--- src/rtl/sha256_pkg.sv ---
// Constants and padder state encoding shared between the SHA-256 padder and hash core.
package sha256_pkg;

    localparam logic [31:0] PAD_WORD    = 32'h8000_0000;
    localparam int          BLOCK_WORDS = 16;
    localparam int          BLOCK_BITS  = 512;

    typedef enum logic [1:0] {
        FILL  = 2'd0,
        PAD   = 2'd1,
        EXTRA = 2'd2,
        EMIT  = 2'd3
    } pad_state_t;

endpackage

--- src/rtl/sha256_padder.sv ---
// SHA-256 message padder: packs 32-bit words into 512-bit blocks, appends the
// 0x80 marker and the 64-bit bit length, spilling into an extra block when needed.
module sha256_padder
    import sha256_pkg::*;
#(
    parameter int MAX_WORDS = 1024
) (
    input  logic                  clk,
    input  logic                  reset_n,
    input  logic [31:0]           in_data,
    input  logic                  in_valid,
    input  logic                  in_last,
    output logic                  in_ready,
    output logic [BLOCK_BITS-1:0] block_data,
    output logic                  block_valid,
    output logic                  block_last,
    input  logic                  block_ready,
    output logic [31:0]           msg_words,
    output logic                  err
);

    pad_state_t  state;
    logic [31:0] w [BLOCK_WORDS];
    logic [3:0]  p;          // next free slot in the block being filled
    logic [4:0]  q;          // first free slot after the final word (0..16)
    logic        extra;      // a length-only block still follows the one being emitted
    logic        msg_start;  // next accepted word begins a new message

    logic [31:0] cnt;
    logic        room;
    logic [31:0] len_hi, len_lo;

    assign cnt    = msg_start ? 32'd0 : msg_words;
    assign room   = cnt < 32'(MAX_WORDS);
    assign len_hi = {27'd0, msg_words[31:27]};
    assign len_lo = {msg_words[26:0], 5'd0};

    always_comb begin
        block_data = '0;
        for (int i = 0; i < BLOCK_WORDS; i++)
            block_data[32*i +: 32] = w[i];
    end

    always_ff @(posedge clk or negedge reset_n) begin
        if (!reset_n) begin
            state       <= FILL;
            p           <= '0;
            q           <= '0;
            extra       <= 1'b0;
            msg_start   <= 1'b1;
            in_ready    <= 1'b0;
            block_valid <= 1'b0;
            block_last  <= 1'b0;
            msg_words   <= '0;
            err         <= 1'b0;
            for (int i = 0; i < BLOCK_WORDS; i++)
                w[i] <= '0;
        end else begin
            case (state)
                FILL: begin
                    in_ready <= 1'b1;
                    if (in_valid && in_ready) begin
                        msg_start <= 1'b0;
                        if (room) begin
                            w[p]      <= in_data;
                            msg_words <= cnt + 32'd1;
                            if (in_last) begin
                                q        <= {1'b0, p} + 5'd1;
                                state    <= PAD;
                                in_ready <= 1'b0;
                            end else if (p == 4'd15) begin
                                p           <= '0;
                                state       <= EMIT;
                                block_valid <= 1'b1;
                                block_last  <= 1'b0;
                                in_ready    <= 1'b0;
                            end else begin
                                p <= p + 4'd1;
                            end
                        end else begin
                            // Overflow words are dropped but may still end the message.
                            msg_words <= cnt;
                            err       <= 1'b1;
                            if (in_last) begin
                                q        <= {1'b0, p};
                                state    <= PAD;
                                in_ready <= 1'b0;
                            end
                        end
                    end
                end
                PAD: begin
                    for (int i = 0; i < 14; i++)
                        if (5'(i) > q) w[i] <= '0;
                    if (q <= 5'd13) begin
                        w[q[3:0]] <= PAD_WORD;
                        w[14]     <= len_hi;
                        w[15]     <= len_lo;
                    end else if (q == 5'd14) begin
                        w[14] <= PAD_WORD;
                        w[15] <= '0;
                    end else if (q == 5'd15) begin
                        w[15] <= PAD_WORD;
                    end
                    extra       <= (q > 5'd13);
                    block_last  <= (q <= 5'd13);
                    block_valid <= 1'b1;
                    p           <= '0;
                    state       <= EMIT;
                end
                EXTRA: begin
                    w[0] <= (q == 5'd16) ? PAD_WORD : 32'd0;
                    for (int i = 1; i < 14; i++)
                        w[i] <= '0;
                    w[14]       <= len_hi;
                    w[15]       <= len_lo;
                    extra       <= 1'b0;
                    block_last  <= 1'b1;
                    block_valid <= 1'b1;
                    state       <= EMIT;
                end
                EMIT: begin
                    if (block_ready) begin
                        block_valid <= 1'b0;
                        block_last  <= 1'b0;
                        if (extra) begin
                            state <= EXTRA;
                        end else begin
                            state    <= FILL;
                            in_ready <= 1'b1;
                            if (block_last) msg_start <= 1'b1;
                        end
                    end
                end
                default: state <= FILL;
            endcase
        end
    end

endmodule

--- config.mk ---
export PLATFORM = sky130hd
export DESIGN_NAME = sha256_padder
export DESIGN_NICKNAME = d
export VERILOG_FILES = /design/src/rtl/sha256_pkg.sv /design/src/rtl/sha256_padder.sv
export SDC_FILE = /design/constraint.sdc
export NUM_CORES = 1
export LEC_CHECK = 0
export BUFFER_PORTS_ARGS = -buffer_cell sky130_fd_sc_hd__buf_2
export CORE_MARGIN = 10
export CORE_UTILIZATION = 53
export CTS_CLUSTER_SIZE = 16
export DETAILED_ROUTE_END_ITERATION = 8
export PLACE_DENSITY = 0.77
export SLEW_MARGIN = 20
export SYNTH_ARGS = -nofsm -noshare
export SYNTH_HDL_FRONTEND = slang
export SYNTH_SLANG_ARGS = --single-unit
--- constraint.sdc ---
create_clock -name clk -period 3.04 [get_ports clk]
set_input_delay 0.76 -clock clk [delete_from_list [all_inputs] [get_ports clk]]
set_output_delay 0.76 -clock clk [all_outputs]
set_load 0.01 [all_outputs]
==> results of run 1 <==
[area by class of cell]
type	count	area share [%]
Clock inverter	24	1.24
Sequential cell	561	49.6
Inverter	13	0.172
Timing Repair Buffer	686	14.2
Antenna cell	1	0.00883
Multi-Input combinational cell	994	26.8
Tap cell	539	2.38
Clock buffer	78	5.69
[final timing paths]
| kind | startpoint | endpoint | depth (start not counted) |
|---|---|---|---|
| max reg2reg | msg_words[13] | flip-flop | 6 |
| min | reset_n | asynchronous set/reset pin | 1 |
| max | msg_words[13] | flip-flop | 6 |
| min in group clk | err | err | 1 |
| max in group asynchronous | reset_n | asynchronous set/reset pin | 2 |
| min reg2reg | err | err | 1 |
[cell usage after synthesis, drive strengths merged, types with 2 or more instances]
cell type | number | share of area (%)
nor4b | 2 | 0.077
a22o | 340 | 13
nand4 | 31 | 0.92
o22ai | 2 | 0.055
a32oi | 11 | 0.43
a21o | 6 | 0.20
a31oi | 7 | 0.19
o41a | 2 | 0.10
or2 | 2 | 0.055
inv | 13 | 0.22
nor2b | 39 | 1.1
a22oi | 4 | 0.13
nand2b | 3 | 0.083
nor4 | 8 | 0.42
o21ai | 48 | 1.1
ha | 10 | 0.55
or3 | 12 | 0.40
nor3b | 4 | 0.13
o2bb2ai | 131 | 5.1
o221ai | 2 | 0.077
dfrtp | 560 | 62
mux2i | 7 | 0.31
buf | 74 | 2.4
mux2 | 35 | 1.7
nor3 | 7 | 0.18
a41oi | 5 | 0.19
a21boi | 2 | 0.066
and3 | 16 | 0.44
o31ai | 17 | 0.56
nand2 | 62 | 1.0
o32ai | 3 | 0.12
a32o | 2 | 0.088
and2 | 32 | 0.88
clkbuf | 133 | 2.2
nor2 | 22 | 0.40
nand3 | 75 | 1.7
a21oi | 30 | 0.66
[critical path, delay by kind of cell, from the launching register on]
family,cells,cell delay (ps)
and+or+nand+nor,3,1180
DFF,1,440
buffers and inverters,1,230
AOI/OAI and AO/OA,2,910
[what timing repair did]
action                                  4_1_cts  5_1_grt
setup buffers                                 0        1
gates resized for setup                       0        0
endpoints found under the setup margin        0        2
[metal layers]
| layer | wire length [µm] | GRT usage [%] | up-vias |
|---|---|---|---|
| met5 | 0 | 0 | - |
| met4 | 3870 | 14.2 | 0 |
| met3 | 11100 | 10.5 | 218 |
| met2 | 40300 | 51.1 | 1427 |
| met1 | 33400 | 43.9 | 9783 |
| li1 | - | - | 7773 |
[stage by stage]
step | area, µm² | worst slack (ps) | cells | hold slack [ps] | power, W
global placement | 26400 | 170 | 2792 | 441 | 0.0180
detailed placement | 26400 | 134 | 2792 | 457 | 0.0182
floorplan | 22600 | 557 | 1775 | 464 | 0.0143
global route | 28300 | 26.1 | 2896 | 103 | 0.0265
finish | 28300 | 119 | 2896 | 91.6 | 0.0257
CTS | 28300 | 117 | 2894 | 82.4 | 0.0255
[logic make-up after synthesis]
| logic type | share of synthesized area (%) |
|---|---|
| muxes | 2.05 |
| and+or+nand+nor | 7.90 |
| buffers and inverters | 4.82 |
| AOI/OAI and AO/OA | 22.6 |
| xor gates and xnor gates | 0.0387 |
| DFF | 62.0 |
| adders and majority gates | 0.553 |
[report_power, final]
part	switching [W]	internal [W]
registers	0.000411	0.00796
clock network	0.00299	0.00438
logic	0.00736	0.00258
total	0.0108	0.0149
==> metrics.md, run 1 <==
| Metric | Value |
|---|---|
| Status | complete, no violations |
| Min cycle time layout | 2920 ps |
| Worst Hold Class | in -> async |
| Multi-input gate area | 7590 µm² |
| Fin crit share | 96.1% |
| Ys flop type | dfrtp_1 |
| Syn Inst Count | 1,775 |
| FF/Latch Area | 14,000 µm² |
| Via Count | 19,200 |
| DIE HEIGHT | 227 µm |
| Placer Congestion | 0.956 |
| Unique masters post-synth | 62 |
| Clock Latency Late Sink | 610 ps |
| Row count | 75 |
| Chip width | 227 µm |
| Static Leak | 15.2 nW |
| Most frequent cells in the layout | buf_2, dfrtp_1, a22o_1 |
| CTS root buf | clkbuf_16 |
| WS Path Type | reg -> reg |
| CTS tree | built |
| Initial antenna violation count | 1 |
| Final nets | 2,358 |
| Final core occ | 67.4% |
| Clk sinks | 561 |
| Sequential fraction of the synthesis area | 62.0% |
| Core Area | 42,000 µm² |
| Area grow syn2layout | 25.2% |
| Total of max-cap violations | 0 |
| Reg2Reg Setup Slack | 120 ps |
| First-pass GRT wire length | 130 mm |
| Ys async rst share | 100% |
| H-tree depth | 2 |
| Share of cells above drive strength 1 | 35.2% |
| Gr usage total | 33.6% |
| Initial Utilization | 53.8% |
| Die Area | 51,400 µm² |
| Vias per Instance | 6.63 |
| Largest net degree at the start of global routing | 90 |
| Startpoint types | flip-flop |
| Worst slew pin tran | 1100 ps |
| Clock Skew | 13.2 ps |
| Synth Warn # | 0 |
| Dpl hpwl | 62.9 mm |
| Final-report hold violation count | 0 |
| Post-DRT Antenna Nets | 0 |
| CP Cell Sequence | nor4_4 -> nand4_4 -> o41a_2 -> buf_12 -> or3_4 -> o2bb2ai_1 |
| RSZ-0062 raised after global routing | false |
| Commonest non-fill, non-tap cell in the layout | buf_2 |
| Final WL | 88.6 mm |
| CP max stage cell | o41a_2 |
| Routed WL per cell | 30.6 µm |
| Clock buffer depth | 3 |
| CTS Hold Buffers Added | 0 |
| Avg Cell Area, Syn | 12.7 µm² |
| Port Buffer Count | 584 |
| Yosys reg bits | 561 |
| Reg clk slew, reported paths | 60 ps |
| DRC errors left | 0 |
| DR iter-0 viols | 2,189 |
| Required time of the critical path | 3510 ps |
| PwrDens | 907 nW/µm² |
| Fmax | 342 MHz |
| Crit-path max FO | 31 |
| Delay of the slowest cell on the worst path | 690 ps |
| Netlist Area Pre-Place | 22,600 µm² |
| Post-synth EDFFs | 0 |
| CTS Buf Count | 55 |
| Worst slew margin | 26.6% |
| Number of global-route vias before repair | 19,200 |
| # setup viols final | 0 |
| Synth Net Count | 1,822 |
| CP arrival | 3390 ps |
| GRT overflow | 0 |
| Fill count | 3,005 |
| Setup TNS | 0 ps |
| DR pass1 iterations | 5 |
| Setup crit end kind | flip-flop |
| Ports | 585 |
| Worst VDD drop | 0.943 mV |
| Max Slew Vio Count | 0 |
Note: power is estimated with default switching activity, not from simulation.
==> run 2: changes to the inputs <==
==> constraint.sdc (replaced) <==
create_clock -name clk -period 3.04 [get_ports clk]
set_input_delay 0.152 -clock clk [delete_from_list [all_inputs] [get_ports clk]]
set_output_delay 0.152 -clock clk [all_outputs]
set_load 0.01 [all_outputs]
==> run 2 against run 1 <==
Non-clock buffer count rose by 37. Global-route usage barely moved. Fmax fell by 1.1%. Total power fell by 1.3%. Clock skew rose by 6.7 ps. Sequential share of layout area fell by 0.44 points. Flip-flop and latch count did not move. Largest cell class unchanged.
==> metrics.md, run 2 (synthesized netlist as in run 1, its figures left out) <==
| Metric | Value |
|---|---|
| Status | complete, no violations (unchanged) |
| Fin crit share | 97.1% (was 96.1%) |
| Final core occ | 68.0% (was 67.4%) |
| Share of cells above drive strength 1 | 34.8% (was 35.2%) |
| Gr usage total | 33.6% (about the same) |
| Reg clk slew, reported paths | 70 ps (was 60 ps) |
| Number of global-route vias before repair | 19,200 (about the same) |
| Post-placement worst setup slack | 148 ps (was 134 ps) |
| Dpl hpwl | 63.1 mm (was 62.9 mm) |
| Clock buffer depth | 3 (unchanged) |
| Crit-path max FO | 31 (unchanged) |
| Setup crit end kind | flip-flop (unchanged) |
| Met3 WL post-DR | 10.9 mm (was 11.1 mm) |
| DRC errors left | 0 (unchanged) |
| Setup TNS | 0 ps (unchanged) |
| Routed WL per cell | 30.4 µm (was 30.6 µm) |
| PwrDens | 887 nW/µm² (was 907 nW/µm²) |
| DIE HEIGHT | 227 µm (unchanged) |
| Worst slew margin | 26.7% (was 26.6%) |
| Routed length on met2 | 40.9 mm (was 40.3 mm) |
| Final WL | 89.1 mm (was 88.6 mm) |
| Port Buffer Count | 584 (unchanged) |
| CTS Buf Count | 54 (was 55) |
| Final-report hold violation count | 0 (unchanged) |
| Startpoint types | flip-flop (unchanged) |
| Core Area | 42,000 µm² (unchanged) |
| Most frequent cells in the layout | buf_2, dfrtp_1, a22o_1 (unchanged) |
| Placer Congestion | 0.928 (was 0.956) |
| H-tree depth | 2 (unchanged) |
| Largest net degree at the start of global routing | 100 (was 90) |
| Min cycle time layout | 2950 ps (was 2920 ps) |
| CP arrival | 3430 ps (was 3390 ps) |
| Fmax | 339 MHz (was 342 MHz) |
| Hold slack | 72.5 ps (was 91.6 ps) |
| Area grow syn2layout | 26.3% (was 25.2%) |
| Initial antenna violation count | 1 (unchanged) |
| Required time of the critical path | 3510 ps (about the same) |
| RSZ-0062 raised after global routing | false (unchanged) |
| Row count | 75 (unchanged) |
| Ports | 585 (unchanged) |
| Clock Skew | 19.9 ps (was 13.2 ps) |
| Clock Latency Late Sink | 620 ps (was 610 ps) |
| Worst Hold Class | in -> reg (was in -> async) |
| DR iter-0 viols | 2,273 (was 2,189) |
| First-pass GRT wire length | 130 mm (about the same) |
| WS Path Type | reg -> reg (unchanged) |
| FF/Latch Area | 14,000 µm² (unchanged) |
| Vias per Instance | 6.60 (was 6.63) |
| Worst slew pin tran | 1090 ps (was 1100 ps) |
| Commonest non-fill, non-tap cell in the layout | buf_2 (unchanged) |
| DR pass1 iterations | 6 (was 5) |
| # setup viols final | 0 (unchanged) |
| Via Count | 19,300 (was 19,200) |
| DRT met1 WL | 33.5 mm (was 33.4 mm) |
| Die Area | 51,400 µm² (unchanged) |
| Final nets | 2,394 (was 2,358) |
| Fill count | 2,952 (was 3,005) |
| GRT overflow | 0 (unchanged) |
| Static Leak | 15.3 nW (was 15.2 nW) |
| Initial Utilization | 53.8% (unchanged) |
| Setup WS post-layout | 87.8 ps (was 119 ps) |
| Clk sinks | 561 (unchanged) |
| Chip width | 227 µm (unchanged) |
| Multi-input gate area | 7590 µm² (about the same) |
| CTS tree | built (unchanged) |
| CTS root buf | clkbuf_16 (unchanged) |
| Max Slew Vio Count | 0 (unchanged) |
| Max Used Layer | met4 (unchanged) |
| Total of max-cap violations | 0 (unchanged) |
| Worst VDD drop | 0.767 mV (was 0.943 mV) |
| Post-DRT Antenna Nets | 0 (unchanged) |
## run 2: cell types whose count changed in the layout (fill, tap and decap cells not counted), sizes merged
cell / previous run / this run
buf: 686 / 691
bufinv: 8 / 5
clkbuf: 78 / 73
clkinv: 10 / 13
clkinvlp: 2 / 4
diode: 1 / 2
dlygate4sd3: 0 / 32
inv: 17 / 18
## run 2: report_power, final
| group | switching, W | internal, W | leakage (nW) |
|---|---|---|---|
| Sequential | 0.000437 | 0.00796 | 7.76 |
| Combinational | 0.00739 | 0.00262 | 6.61 |
| Clock | 0.00300 | 0.00395 | 0.892 |
## run 2: final cells by class
cell class / count / area share [%]
Sequential cell: 561 / 49.1
Multi-Input combinational cell: 994 / 26.6
Timing Repair Buffer: 723 / 15.4
Clock buffer: 73 / 5.29
Tap cell: 539 / 2.36
Clock inverter: 27 / 1.10
Inverter: 13 / 0.171
Antenna cell: 2 / 0.0175
## run 2: metrics by stage
step / power [W] / std cells / cell area (µm²)
5_1_grt: 0.0261 / 2930 / 28600
2_1_floorplan: 0.0143 / 1775 / 22600
6_report: 0.0254 / 2932 / 28600
3_5_place_dp: 0.0182 / 2798 / 26400
4_1_cts: 0.0251 / 2930 / 28600
3_3_place_gp: 0.0180 / 2798 / 26400
## run 2: timing repair
action | CTS | global route
hold buffers | 32 | 0
buffers inserted | 0 | 0
endpoints found under the hold margin | 207 | 0
resized for setup | 0 | 0
## run 2: worst paths after layout
check / from / end / slack, ps / cells past startpoint
worst max-delay path: msg_words[13] / flip-flop / 90 / 6
worst min-delay path: in_data[10] / flip-flop / 70 / 3
worst max register to register: msg_words[13] / flip-flop / 90 / 6
worst min register to register: err / err / 470 / 1
max in group asynchronous: reset_n / asynchronous set/reset pin / 1910 / 3
min in group asynchronous: reset_n / asynchronous set/reset pin / 190 / 2
## run 2: per-layer routing
| layer | up-vias | global-route usage [%] |
|---|---|---|
| li1 | 7854 | - |
| met1 | 9703 | 43.8 |
| met2 | 1536 | 52.4 |
| met3 | 247 | 9.69 |
| met4 | 0 | 13.2 |
| met5 | - | 0 |
## run 2: critical path, stage by stage, from the launching register on
cell and delay [ps]:
dfrtp_1 440, nor4_4 390, nand4_4 230, o41a_2 690, buf_4 250, or3_4 580, o2bb2ai_1 210
